<file path="src/rtl/dmem_pkg.sv">
// Shared types and constants for the data-memory responder and its wait counter.
package dmem_pkg;

  localparam int CNT_W = 4;

  typedef enum logic [1:0] {
    ST_IDLE = 2'd0,
    ST_BUSY = 2'd1,
    ST_RESP = 2'd2
  } dmem_state_t;

  // An access is bad when it is not word aligned or its word index is past the array end.
  function automatic logic addr_err(input logic [31:0] a, input int unsigned words);
    return (a[1:0] != 2'b00) || ({2'b00, a[31:2]} >= 32'(words));
  endfunction

endpackage

</file>
<file path="src/rtl/dmem_responder_if.sv">
// Memory-stage request/response bus between the pipeline and the data-memory responder.
interface dmem_responder_if;

  logic        req_valid_m;
  logic        req_write_m;
  logic [31:0] addr_m;
  logic [31:0] wdata_m;
  logic        stall_req;
  logic        resp_valid;
  logic [31:0] rdata;
  logic        err;

  modport master (
    output req_valid_m, req_write_m, addr_m, wdata_m,
    input  stall_req, resp_valid, rdata, err
  );

  modport slave (
    input  req_valid_m, req_write_m, addr_m, wdata_m,
    output stall_req, resp_valid, rdata, err
  );

endinterface

</file>
<file path="src/rtl/dmem_responder_wait_counter.sv">
// Loadable down-counter with a zero flag; shared by the data and instruction responders.
module wait_counter
  import dmem_pkg::*;
(
  input  logic             clk,
  input  logic             reset,
  input  logic             load_i,
  input  logic [CNT_W-1:0] load_val_i,
  input  logic             dec_i,
  output logic             zero_o
);

  logic [CNT_W-1:0] count_q;
  logic [CNT_W-1:0] count_d;

  // Load has priority; decrement saturates at zero.
  always_comb begin
    count_d = count_q;
    if (load_i) begin
      count_d = load_val_i;
    end else if (dec_i && (count_q != {CNT_W{1'b0}})) begin
      count_d = count_q - {{(CNT_W-1){1'b0}}, 1'b1};
    end else begin
      count_d = count_q;
    end
  end

  // Counter register.
  always_ff @(posedge clk or posedge reset) begin
    if (reset) begin
      count_q <= {CNT_W{1'b0}};
    end else begin
      count_q <= count_d;
    end
  end

  assign zero_o = (count_q == {CNT_W{1'b0}});

endmodule

</file>
<file path="src/rtl/dmem_responder.sv">
// Multi-cycle data-memory responder: accepts one load/store, waits WAIT_STATES cycles,
// then produces a single registered response cycle while the pipeline is released.
module dmem_responder
  import dmem_pkg::*;
#(
  parameter int MEM_WORDS   = 64,
  parameter int WAIT_STATES = 2
) (
  input  logic            clk,
  input  logic            reset,
  dmem_responder_if.slave bus
);

  localparam int                AW      = $clog2(MEM_WORDS);
  localparam bit                NO_WAIT = (WAIT_STATES == 0);
  localparam logic [CNT_W-1:0]  WS_LOAD = (WAIT_STATES > 0) ? CNT_W'(WAIT_STATES - 1) : {CNT_W{1'b0}};

  dmem_state_t state_q;
  logic [31:0] addr_q;
  logic [31:0] wdata_q;
  logic        write_q;
  logic        resp_valid_q;
  logic [31:0] rdata_q;
  logic        err_q;
  logic [31:0] mem_q [MEM_WORDS];

  logic          accept_s;
  logic          cnt_zero_s;
  logic          to_resp_s;
  logic [31:0]   eff_addr_s;
  logic          eff_write_s;
  logic          eff_err_s;
  logic [AW-1:0] eff_idx_s;
  logic          commit_s;

  // With no wait states the response is formed from the live inputs in the accept cycle.
  always_comb begin
    accept_s    = (state_q == ST_IDLE) && bus.req_valid_m;
    eff_addr_s  = accept_s ? bus.addr_m      : addr_q;
    eff_write_s = accept_s ? bus.req_write_m : write_q;
    eff_err_s   = addr_err(eff_addr_s, MEM_WORDS);
    eff_idx_s   = eff_addr_s[AW+1:2];
    to_resp_s   = (accept_s && NO_WAIT) || ((state_q == ST_BUSY) && cnt_zero_s);
    commit_s    = (state_q == ST_RESP) && write_q && !err_q;
  end

  wait_counter u_wait_counter (
    .clk        (clk),
    .reset      (reset),
    .load_i     (accept_s && !NO_WAIT),
    .load_val_i (WS_LOAD),
    .dec_i      ((state_q == ST_BUSY) && !cnt_zero_s),
    .zero_o     (cnt_zero_s)
  );

  // Control FSM, request capture and registered response outputs.
  always_ff @(posedge clk or posedge reset) begin
    if (reset) begin
      state_q      <= ST_IDLE;
      addr_q       <= 32'd0;
      wdata_q      <= 32'd0;
      write_q      <= 1'b0;
      resp_valid_q <= 1'b0;
      rdata_q      <= 32'd0;
      err_q        <= 1'b0;
    end else begin
      resp_valid_q <= to_resp_s;
      err_q        <= to_resp_s && eff_err_s;
      rdata_q      <= (to_resp_s && !eff_err_s && !eff_write_s) ? mem_q[eff_idx_s] : 32'd0;
      case (state_q)
        ST_IDLE: begin
          if (accept_s) begin
            addr_q  <= bus.addr_m;
            wdata_q <= bus.wdata_m;
            write_q <= bus.req_write_m;
            state_q <= NO_WAIT ? ST_RESP : ST_BUSY;
          end else begin
            state_q <= ST_IDLE;
          end
        end
        ST_BUSY: begin
          if (cnt_zero_s) begin
            state_q <= ST_RESP;
          end else begin
            state_q <= ST_BUSY;
          end
        end
        ST_RESP: state_q <= ST_IDLE;
        default: state_q <= ST_IDLE;
      endcase
    end
  end

  // Data array is deliberately not reset; a store lands on the edge that ends RESP.
  always_ff @(posedge clk) begin
    if (commit_s && !reset) begin
      mem_q[addr_q[AW+1:2]] <= wdata_q;
    end
  end

  assign bus.stall_req  = accept_s || (state_q == ST_BUSY);
  assign bus.resp_valid = resp_valid_q;
  assign bus.rdata      = rdata_q;
  assign bus.err        = err_q;

endmodule

</file>
<file path="src/flat_wrapper.sv">
// flat-port wrapper written by rule: the top's interface ports become plain ports
module dmem_responder_flat import dmem_pkg::*;
#(
  parameter int MEM_WORDS   = 64,
  parameter int WAIT_STATES = 2
)
  (clk, reset, bus_req_valid_m, bus_req_write_m, bus_addr_m, bus_wdata_m, bus_stall_req, bus_resp_valid, bus_rdata, bus_err);
  dmem_responder_if bus_i ();
  input  logic clk;
  input  logic reset;
  input wire logic [$bits(bus_i.req_valid_m)-1:0] bus_req_valid_m;
  input wire logic [$bits(bus_i.req_write_m)-1:0] bus_req_write_m;
  input wire logic [$bits(bus_i.addr_m)-1:0] bus_addr_m;
  input wire logic [$bits(bus_i.wdata_m)-1:0] bus_wdata_m;
  output wire logic [$bits(bus_i.stall_req)-1:0] bus_stall_req;
  output wire logic [$bits(bus_i.resp_valid)-1:0] bus_resp_valid;
  output wire logic [$bits(bus_i.rdata)-1:0] bus_rdata;
  output wire logic [$bits(bus_i.err)-1:0] bus_err;
  assign bus_i.req_valid_m = bus_req_valid_m;
  assign bus_i.req_write_m = bus_req_write_m;
  assign bus_i.addr_m = bus_addr_m;
  assign bus_i.wdata_m = bus_wdata_m;
  assign bus_stall_req = bus_i.stall_req;
  assign bus_resp_valid = bus_i.resp_valid;
  assign bus_rdata = bus_i.rdata;
  assign bus_err = bus_i.err;
  dmem_responder #(.MEM_WORDS(MEM_WORDS), .WAIT_STATES(WAIT_STATES)) u_core (.clk(clk), .reset(reset), .bus(bus_i));
endmodule
</file>
<file path="config.mk">
export PLATFORM = sky130hd
export DESIGN_NAME = dmem_responder_flat
export DESIGN_NICKNAME = d
export VERILOG_FILES = /design/src/rtl/dmem_pkg.sv /design/src/rtl/dmem_responder_if.sv /design/src/rtl/dmem_responder_wait_counter.sv /design/src/rtl/dmem_responder.sv /design/src/flat_wrapper.sv
export SDC_FILE = /design/constraint.sdc
export NUM_CORES = 2
export LEC_CHECK = 0
export CORE_MARGIN = 4
export CORE_UTILIZATION = 55
export CTS_CLUSTER_DIAMETER = 150
export DETAILED_ROUTE_END_ITERATION = 16
export GPL_TIMING_DRIVEN = 1
export PLACE_DENSITY = 0.71
export RECOVER_POWER = 25
export SLEW_MARGIN = 20
export SYNTH_ARGS = -nofsm -noshare
export SYNTH_HDL_FRONTEND = slang
export SYNTH_HIERARCHICAL = 1
export SYNTH_SLANG_ARGS = --single-unit
</file>
<file path="constraint.sdc">
create_clock -name clk -period 4.9 [get_ports clk]
set_input_delay 1.225 -clock clk [delete_from_list [all_inputs] [get_ports clk]]
set_output_delay 1.225 -clock clk [all_outputs]
set_load 0.03 [all_outputs]
</file>
==> impl_metrics.ini <==
[status]
status = finished with violations
violations = capacitance limit, slew limit

[route]
totalWireLength_um = 229000
num_vias = 50900
post_drt_wl_per_cell_um = 28.5
wl_met3_um = 26400
drtIter0Drc = 6481
wl_met2_um = 108000
final_antenna_net_count = 0
vias_per_cell = 6.34
top_layer_used = met5
drc_errors = 0
wl_met1_um = 84200
first_pass_iters = 6

[power]
power_frac_comb_pct = 31.7
vdd_drop_max_v = 0.000444
switching_share_pct = 34.7
internal_power_mw = 37.8
power_switching_mw = 20.1
cellPowerDensity_nw_per_um2 = 601
p_clk_share_pct = 26.9
seqPwrFrac_pct = 41.4
power_leakage_nw = 33.0

[timing]
final_max_slew_viol_count = 1186
fmax_mhz = 239
setup_tns_ns = 0
max_slew_margin_pct = -144
clock-skew-final_ns = 0.0562
setup_ws_ns = 0.715
hold-worst-slack_ns = 0.477
tightest_slew_ns = 3.67
finalHoldViolCount = 0
post-route-period-util_pct = 85.4
setup_viol = 0
period_minus_slack_ns = 4.18
rsz0062_at_grt = false

[yosys]
ys_seq_area_share_pct = 76.8
yosys.area.top_type = edfxtp_1
ys_async_sr_fraction_pct = 4.88
yosys_warnings = 6
avgSynthCellArea_um2 = 15.1
netlist_top_cells_area = edfxtp_1 (74%), mux2i_1 (6.6%), nand2_1 (5.3%)
synthTopCellsByCount = edfxtp_1 (2048), nand2_1 (1175), mux2i_1 (555), nand3_1 (337), o22ai_1 (166)
synth.distinct_cells = 63
yosysTopAreaCellShare_pct = 73.6
netlist_instances = 5537
synth_edf_count = 2048
yosys_register_bits = 2153
synthMostInstantiatedCell = edfxtp_1
dominantRegCellSynth = edfxtp_1
syn_area_um2 = 83500

[flow_run]
drv_cap = 18

[critical_path]
crit_arrival_ns = 4.88
crit_path_end_kind = register
start_kind = input port
cp_max_fo = 21
required_ns = 5.60
critPathKind = input port to register

[grt]
grt_max_degree = 119
grt-ovfl-total = 0
gr-usage-all-layers_pct = 28.8
antenna_found_initial = 11
grt_pass1_vias = 50100
grt_pass1_wl_um = 333000

[cells_and_area]
nets = 5905
postLayoutCoreUtil_pct = 64.1
fillers = 10400
stdcell_count = 8029
drive_above_1_share_pct = 12.0
area_delta_synth_final_pct = 15.3

[floorplan]
initial_core_util_pct = 55.6
die_w_um = 398
rows = 142
die_h_um = 398
ios = 103
die-area_um2 = 158000
coreArea_um2 = 150000

[clock_network]
postCtsHoldBufs = 0
cts_root_buffer = clkbuf_16
path_clk_slew_ns = 0.06
cts_htree_levels = 4
cts-resized-gates = 0
cts.path.max_buffers = 3
cts_sinks = 2153
tritoncts = yes
clk_latency_ns = 0.85
cts-buffers-inserted = 206
post_cts_buffers = 0

[place]
pre_cts_slack_ns = -0.0443
placed_cells = 7644
gp_congestion = 0.868
hpwl_um = 132000
io_buffer_count = 102

[hold_path]
holdCritPathClass = register to register
==> metrics by stage <==
stage | total power [mW] | cell area (µm²)
after global routing | 59.9 | 96300
after CTS | 57.5 | 96400
after global placement | 41.7 | 89800
final | 57.9 | 96300
after floorplan | 34.3 | 83500
after detailed placement | 42.1 | 89800
==> area by class of cell <==
class	count	area (µm²)	share of cell area, %
multi-input combinational	3035	18400	19.1
antenna	3	7.51	0.00779
sequential	2153	64100	66.6
inverter	16	77.6	0.0805
clock inverter	97	1040	1.08
clock buffer	285	5600	5.81
tap	2016	2520	2.62
timing repair buffer	424	4520	4.70
==> path summary, 6_finish.rpt <==
check | from | endpoint | slack [ns] | cells past startpoint
min in group asynchronous | reset | u_core/u_wait_counter/count_q[3]$_DFFE_PP0P_ | 0.88 | 2
worst max-delay path | bus_req_valid_m | u_core/bus.rdata[15]$_DFF_PP0_ | 0.72 | 13
worst min-delay path | u_core/addr_q[13]$_DFFE_PP0N_ | u_core/addr_q[13]$_DFFE_PP0N_ | 0.48 | 2
worst min register to register | u_core/addr_q[13]$_DFFE_PP0N_ | u_core/addr_q[13]$_DFFE_PP0N_ | 0.48 | 2
max in group asynchronous | reset | u_core/bus.rdata[23]$_DFF_PP0_ | 2.93 | 3
worst max register to register | u_core/state_q[0]$_DFF_PP0_ | u_core/bus.rdata[21]$_DFF_PP0_ | 1.08 | 10
==> flip-flops by register name, indices dropped and copies added (netlist names) <==
signal	count
u_core/wdata_q	32
u_core/write_q	1
u_core/addr_q	32
u_core/state_q	2
u_core/bus.err	1
u_core/mem_q	2048
u_core/bus.resp_valid	1
u_core/bus.rdata	32
u_core/u_wait_counter/count_q	4
==> power groups by stage <==
stage / Clock [mW] / Sequential (mW) / Combinational [mW]
finish: 15.6 / 23.9 / 18.4
floorplan: 0 / 24.5 / 9.72
CTS: 15.7 / 23.7 / 18.1
global route: 16.5 / 24.0 / 19.3
detailed placement: 0 / 24.1 / 18.0
global placement: 0 / 24.0 / 17.7
==> cell families (layout without fill, tap and decap cells) <==
| kind of cell | count (synthesis) | count (layout) | synth area share, % |
|---|---|---|---|
| compound gates | 632 | 632 | 5.21 |
| fa+ha+maj | 1 | 1 | 0.0150 |
| buf+inv | 351 | 822 | 1.91 |
| flops | 2153 | 2153 | 76.8 |
| mux | 557 | 557 | 6.68 |
| other cells | 2 | 7 | 0.00899 |
| simple gates | 1841 | 1841 | 9.42 |
==> cells in the final DEF, fill, tap and decap left out, types with 91 or more instances in the layout <==
cell type,n
nand2_1,1168
a21oi_1,119
a31oi_1,101
edfxtp_1,2048
clkdlybuf4s50_1,101
nand3_1,337
buf_4,217
mux2i_1,550
o22ai_1,166
clkbuf_16,209
buf_12,91
==> worst max-delay path: stages <==
cell             delay [ns]
clkdlybuf4s50_1        0.51
buf_4                  0.15
nor4bb_1               0.26
buf_4                  0.17
a21oi_4                0.05
inv_8                  0.25
buf_12                 0.23
buf_12                 0.21
mux2i_1                0.22
o22ai_1                0.15
a211oi_1               0.80
nor3_1                 0.16
or4_1                  0.44
==> layer usage <==
layer  GRT usage [%]  vias to the layer above
li1                -                    21700
met1            39.0                    25600
met2            45.7                     3090
met3            6.46                      534
met4            11.8                        2
met5               0                        -
No activity file was read; power rests on OpenSTA's default activity.
